$ cat src/rtl/fix_mul_arb.sv
// Round-robin arbiter that shares one pipelined fixed-point multiplier among N_REQ requesters.
// Operands are registered toward the multiplier; a {vld,id} tag pipe tags the returning product.
module fix_mul_arb #(
  parameter int WIDTH = 16,
  parameter int N_REQ = 4,
  parameter int LAT   = 3,
  parameter int ID_W  = $clog2(N_REQ)
) (
  input  logic                   clk,
  input  logic                   rst_n,
  input  logic                   en,
  input  logic [N_REQ-1:0]       req,
  input  logic [N_REQ*WIDTH-1:0] req_in1,
  input  logic [N_REQ*WIDTH-1:0] req_in2,
  output logic [N_REQ-1:0]       gnt,
  output logic [WIDTH-1:0]       mul_in1,
  output logic [WIDTH-1:0]       mul_in2,
  input  logic [2*WIDTH-2:0]     mul_out,
  input  logic [WIDTH-1:0]       mul_out_round,
  output logic                   rsp_valid,
  output logic [ID_W-1:0]        rsp_id,
  output logic [2*WIDTH-2:0]     rsp_data,
  output logic [WIDTH-1:0]       rsp_round,
  output logic                   busy,
  output logic [15:0]            op_cnt
);

  logic [ID_W-1:0]           rr_ptr_r;
  logic                      gnt_vld_s;
  logic [ID_W-1:0]           gnt_idx_s;
  logic [WIDTH-1:0]          sel_a_s;
  logic [WIDTH-1:0]          sel_b_s;
  logic                      issue_vld_r;
  logic [ID_W-1:0]           issue_id_r;
  logic [LAT-1:0]            tag_vld_r;
  logic [LAT-1:0][ID_W-1:0]  tag_id_r;

  // Round-robin search: the requester closest after the last grant wins.
  always_comb begin
    int best_s;
    int dist_s;
    gnt_vld_s = 1'b0;
    gnt_idx_s = '0;
    best_s    = N_REQ;
    dist_s    = 0;
    if (en && rst_n) begin
      for (int i = 0; i < N_REQ; i++) begin
        dist_s = (i + 2 * N_REQ - 1 - int'(rr_ptr_r)) % N_REQ;
        if (req[i] && (dist_s < best_s)) begin
          best_s    = dist_s;
          gnt_vld_s = 1'b1;
          gnt_idx_s = ID_W'(i);
        end else begin
        end
      end
    end else begin
    end
  end

  // One-hot grant decode and operand selection for the winner.
  always_comb begin
    gnt     = '0;
    sel_a_s = '0;
    sel_b_s = '0;
    for (int i = 0; i < N_REQ; i++) begin
      if (gnt_vld_s && (gnt_idx_s == ID_W'(i))) begin
        gnt[i]  = 1'b1;
        sel_a_s = req_in1[i*WIDTH +: WIDTH];
        sel_b_s = req_in2[i*WIDTH +: WIDTH];
      end else begin
      end
    end
  end

  // Issue stage: capture operands, remember the winner, count grants.
  always_ff @(posedge clk or negedge rst_n) begin
    if (!rst_n) begin
      mul_in1     <= '0;
      mul_in2     <= '0;
      issue_vld_r <= 1'b0;
      issue_id_r  <= '0;
      rr_ptr_r    <= ID_W'(N_REQ - 1);
      op_cnt      <= 16'h0000;
    end else if (gnt_vld_s) begin
      mul_in1     <= sel_a_s;
      mul_in2     <= sel_b_s;
      issue_vld_r <= 1'b1;
      issue_id_r  <= gnt_idx_s;
      rr_ptr_r    <= gnt_idx_s;
      if (op_cnt != 16'hFFFF) begin
        op_cnt <= op_cnt + 16'h0001;
      end else begin
        op_cnt <= op_cnt;
      end
    end else begin
      issue_vld_r <= 1'b0;
    end
  end

  // Tag pipe tracks the multiplier latency; it never stalls.
  always_ff @(posedge clk or negedge rst_n) begin
    if (!rst_n) begin
      tag_vld_r <= '0;
      tag_id_r  <= '0;
    end else begin
      tag_vld_r[0] <= issue_vld_r;
      tag_id_r[0]  <= issue_id_r;
      for (int s = 1; s < LAT; s++) begin
        tag_vld_r[s] <= tag_vld_r[s-1];
        tag_id_r[s]  <= tag_id_r[s-1];
      end
    end
  end

  assign rsp_valid = tag_vld_r[LAT-1];
  assign rsp_id    = tag_id_r[LAT-1];
  assign rsp_data  = mul_out;
  assign rsp_round = mul_out_round;
  assign busy      = issue_vld_r | (|tag_vld_r);

endmodule

$ cat config.mk
export PLATFORM = sky130hd
export DESIGN_NAME = fix_mul_arb
export DESIGN_NICKNAME = d
export VERILOG_FILES = /design/src/rtl/fix_mul_arb.sv
export SDC_FILE = /design/constraint.sdc
export NUM_CORES = 1
export LEC_CHECK = 0
export ABC_AREA = 1
export ABC_CLOCK_PERIOD_IN_PS = 4700
export CORE_MARGIN = 2
export CORE_UTILIZATION = 36
export CTS_BUF_LIST = sky130_fd_sc_hd__clkbuf_2
export CTS_CLUSTER_SIZE = 12
export DETAILED_ROUTE_END_ITERATION = 12
export GPL_ROUTABILITY_DRIVEN = 1
export PLACE_DENSITY_LB_ADDON = 0.2
export SYNTH_ARGS = -nofsm -noshare
export SYNTH_HDL_FRONTEND = slang
export SYNTH_SLANG_ARGS = --single-unit
$ cat constraint.sdc
create_clock -name clk -period 4.7 [get_ports clk]
set_input_delay 0.47 -clock clk [delete_from_list [all_inputs] [get_ports clk]]
set_output_delay 0.47 -clock clk [all_outputs]
set_load 0.05 [all_outputs]
Word-level counts from Yosys, hierarchy flattened. Cells that the tools add are included.

Add/subtract/negate cells: 5. Multipliers: 0. Div/mod/pow operators: 0. Order comparisons: 4. Equality and inequality tests: 4. Shift-type cells: 0. Multiplexer cells: 28. Bitwise gates (word level): 5. Reduce and logical (&&, ||, !) cells: 16.

Operators with widths (count): two-way mux 32 bit (6); two-way mux 16 bit (8); less-than comparator 3 x 32 -> 1 bit (3); adder 16 x 1 -> 16 bit, second input constant (1); != test 16 bit, second input constant (1); subtractor 4 x 2 -> 5 bit, first input constant (3); two-way mux 1 bit (11); logical AND 1 bit (9); OR reduction 2 bit (4); two-way mux 2 bit (3); AND 1 bit (4); equality test 2 bit, second input constant (2); less-than comparator 3 x 4 -> 1 bit, second input constant (1); subtractor 3 x 2 -> 4 bit, first input constant (1); OR reduction 3 bit (1); equality test 2 x 1 -> 1 bit, second input constant (1); logical NOT 2 bit (1); AND reduction 2 bit (1); OR 1 bit (1).

Flip-flop bits (word level): 62. Bits in latches: 0. Bits in writable memories: 0. Memory bits (read-only): 0. Bits of input ports: 182. Output and inout bits: 103. Logic and storage cells: 72. Memories: 0.

Depth between registers and ports, before layout.
Depth after elaboration: 25. Depth in mapped cells: 28. Depth with buffers taken out: 27.

Worst setup path after synthesis. No wires, ideal clock.

Path type: register to output. From: register rr_ptr_r[0]. To: output gnt[2]. Arrival time: 3.529 ns. Data required time: 4.230 ns. Setup slack: 0.701 ns. Cell stages (with the launch flop): 26. Buffers on the path: 2. Cell sequence: dfstp_2 -> xor2_1 -> ha_1 -> nand2_1 -> nand2_1 -> nand2_1 -> nand2_1 -> o21ai_0 -> ha_1 -> inv_1 -> nor2_1 -> nand2_2 -> nand3_4 -> nand2_1 -> o21ai_0 -> ha_1 -> inv_1 -> nor2_1 -> nand2_1 -> nand3_2 -> buf_6 -> nand2_4 -> nor2_4 -> buf_4 -> nand2_1 -> inv_1.

Word-level cells in the longest chain between the ends: 22. Elaborated cells on any way between the ends: 38. Classes of those cells: add/sub: 4; order compare: 4; eq/ne: 1; mux: 16; bitwise: 4; reduce/logical: 9.

Ends and longest elaborated chain: start, declared (RTL line 28) `logic [ID_W-1:0] rr_ptr_r;`; start signal, assigned (RTL line 82) `rr_ptr_r <= ID_W'(N_REQ - 1);`; start signal, assigned (RTL line 89) `rr_ptr_r <= gnt_idx_s;`; subtractor 3 x 2 -> 4 bit (RTL line 48) `dist_s = (i + 2 * N_REQ - 1 - int'(rr_ptr_r)) % N_REQ;`; OR reduction 2 bit (no source line); AND 1 bit (no source line); less-than comparator 3 x 4 -> 1 bit (RTL line 49) `if (req[i] && (dist_s < best_s)) begin`; logical AND 1 bit (RTL line 49); two-way mux 32 bit (RTL line 49); two-way mux 32 bit (RTL line 46) `if (en && rst_n) begin`; less-than comparator 3 x 32 -> 1 bit (RTL line 49); (+6 left out); two-way mux 32 bit (RTL line 46); less-than comparator 3 x 32 -> 1 bit (RTL line 49); logical AND 1 bit (RTL line 49); two-way mux 2 bit (RTL line 49); two-way mux 2 bit (RTL line 46); equality test 2 bit (RTL line 66) `if (gnt_vld_s && (gnt_idx_s == ID_W'(i))) begin`; logical AND 1 bit (*) (RTL line 66); two-way mux 1 bit (*) (RTL line 66); end, declared (RTL line 15) `output logic [N_REQ-1:0] gnt,`.

Mark *: on every way between the ends. The rest lies on a longest branch, timed or not. The select of a mux whose other input is x is not followed.

Final worst setup path.
From: register rr_ptr_r[1]. To: output gnt[3].

The elaborated chain is that of the path after synthesis.

==> impl_metrics.toml <==
[power_and_ir_drop]
p_int_uw = 1526
p_comb_share_pct = 61.3
finalPower_uw = 3058
ir_worst_vdd_mv = 0.3537
p_leak_uw = 0.002863
power_density_nw_per_um2 = 513.5
seq_power_share_pct = 27.5
pwr-share-clk_pct = 11.1
switching_share_pct = 50.10
p_sw_uw = 1532

[cells_and_area]
design_area_um2 = 5956
final_nets = 878
layout_commonest_cell = "clkdlybuf4s50_1"
area_growth_pct = 46.73
drive_above_1_share_pct = 8.608
final_cell_mix = "clkdlybuf4s50_1, nand2_1, inv_1"

[synthesis]
synth_top_area_share_pct = 36.99
synth.net_count = 729
yosysSeqAreaShare_pct = 38.29
ys_ff_latch = 62
synth_area_per_cell_um2 = 7.475
synth_ff_type = "dfrtp_1"
ys.warnings.count = 0
async_reset_ff_share_pct = 100.0
synth_edf_count = 0
syn-cell-area_um2 = 4059
yosysTopAreaCell = "dfrtp_1"
synth.area.top_cells = "dfrtp_1, nand2_1, buf_4, inv_1, nor2_1"
synth_cells = 543
yosysUniqueCellTypes = 34

[hold_path]
hp-class = "primary input to async pin"

[global_route]
grt_pass1_vias = 4050
grt_max_degree = 63
antenna_found_initial = 0
grt_usage_pct = 20.73
grt_pass1_wl_um = 19320
grt-ovfl-total = 0

[sta]
fmax_mhz = 229.9
finalSetupViolCount = 0
hold_viol = 0
max_slew_margin_pct = 46.78
finClkSkew_ps = 20.70
final.period_utilization_pct = 92.56
rsz0062_at_grt = "false"
worst_pin_slew_ps = 798.3
fin_crit_ps = 4351
final_max_slew_viol_count = 0

[setup_path]
slowest_stage = "dfstp_2"
critPathKind = "flip-flop to output pin"
crit_path_cell_trace = "xor2_2 > ha_1 > nand2_1 > nand2_1 > nand2_1 > nand2_1 > nand2_1 > o21ai_1 > ha_1 > inv_1 > nor2_1 > nand2_2 > nand3_4 > nand2_1 > o21ai_1 > ha_1 > inv_1 > nor2_1 > nand2_1 > nand3_4 > nand2_4 > nand2_4 > nor2_8 > buf_12"
cpMostUsedCell = "nand2_1"
worstPathRequired_ps = 4230
critPathLaunchType = "flip-flop"
cp-end-kind = "output pin"
cp_max_fo = 5
crit_arrival_ps = 3880
max_stage_delay_ps = 600

[die]
initial_core_util_pct = 37.12
io_pins = 285
die_h_um = 110.2
die_area_um2 = 12140
core_um2 = 10940
num_rows = 38
die_width_um = 110.2

[clock_tree]
clkSinkCount = 62
cts_tree = "built"
cts_root_buf = "clkbuf_2"
clkLatencyLatePin_ps = 490
hold_buffers = 0
cts_buffers = 9
htreeDepth = 3
clk_path_buf_depth = 2
clkSlewWorstSetupHoldPaths_ps = 210

[route]
drtPass1Iterations = 6
vias = 3955
wire_per_inst_um = 15.09
antenna_left = 0
route.detailed.drc = 0
routed_wl_um = 12650
drtIter0Drc = 178
via_per_inst = 4.720

[placement]
io_buffers = 190
place.gp.congestion = 0.8243
dpl_cell_area_um2 = 5744
dp_hpwl_um = 9372

[job]
maxCapViolations = 0

[outcome]
outcome = "finished clean"
synth_stat cells, types with 3 or more instances:
cell type,n
nand2_1,110
inv_1,84
nor2_1,63
dfrtp_1,60
buf_4,50
nand3_1,42
o21ai_0,25
nand4_1,18
o2111ai_1,15
xor2_1,11
o21ai_1,9
buf_2,7
clkbuf_1,6
buf_6,5
ha_1,4
inv_2,4
nand2_2,4
xnor2_1,4
nand2_4,3
nor4_1,3
per-layer routing:
layer	routed length, um	vias to the layer above	track usage, %	part of all wire (%)
li1	-	1965	-	-
met1	5040	1806	24.02	40
met2	6494	153	36.68	51
met3	811	31	4.997	6.4
met4	298	0	8.304	2.4
met5	0	-	0	0
kinds of logic after synthesis:
family / Yosys count / share of synthesized area (%)
XOR/XNOR: 15 / 3.237
AO/OA/AOI/OAI: 52 / 8.169
adder cells (fa/ha/maj): 4 / 1.233
flip-flops: 62 / 38.29
buffers and inverters: 157 / 20.31
AND/OR/NAND/NOR: 253 / 28.76
critical path, delay by kind of cell (launching register included):
family	cells	cell delay (ps)
flops	1	600
xor+xnor	1	200
buf+inv	3	240
simple gates	15	1370
compound gates	2	190
fa+ha+maj	3	810
final timing paths:
kind | slack (ps) | depth (start not counted) | endpoint | startpoint
min reg2reg | 370 | 0 | rsp_id[0] | tag_id_r[2]
max reg2reg | 580 | 25 | mul_in2[0] | rr_ptr_r[1]
max in group asynchronous | 4040 | 2 | op_cnt[6] | rst_n
min | 140 | 2 | mul_in1[13] | rst_n
min in group clk | 370 | 0 | rsp_id[0] | tag_id_r[2]
max | 350 | 24 | gnt[3] | rr_ptr_r[1]
area by class of cell:
cell class	instances	area [um2]
Sequential cell	62	1554
Clock buffer	9	45.04
Tap cell	140	175.2
Fill cell	1038	4980
Timing Repair Buffer	207	2064
Clock inverter	7	75.07
Multi-Input combinational cell	324	1709
Antenna cell	1	2.502
Inverter	88	330.3
flip-flops by register name (all words and copies together) (netlist names):
register,count
mul_in1,16
mul_in2,16
op_cnt,16
tag_id_r,4
tag_vld_r,3
issue_id_r,2
rr_ptr_r,2
rsp_id,2
issue_vld_r,1
metrics by stage:
stage	util (%)	cells	hold WS, ps	setup TNS (ps)	setup WS [ps]
after floorplan	-	543	174.4	0	700.7
after global placement	52.53	813	334.1	0	363.3
after detailed placement	52.53	813	338.7	0	115.1
after CTS	53.67	829	133.0	-30.33	-24.92
after global routing	54.44	837	163.2	0	17.80
final	54.46	838	144.7	0	349.5
timing repair:
action                                  CTS  global route
buffers inserted                          0             8
pin swaps                                 0             2
gates resized for setup                   1             5
cloned                                    0             0
endpoints found under the setup margin    2            19
power groups by stage:
stage                     registers (uW)  logic (uW)  clock network [uW]
after floorplan                     1330         774                   0
after detailed placement             851        1770                   0
after CTS                            844        1780                 350
after global placement               854        1740                   0
final                                842        1880                 340
after global routing                 868        2010                 377
Note: power is estimated with default switching activity, not from simulation.
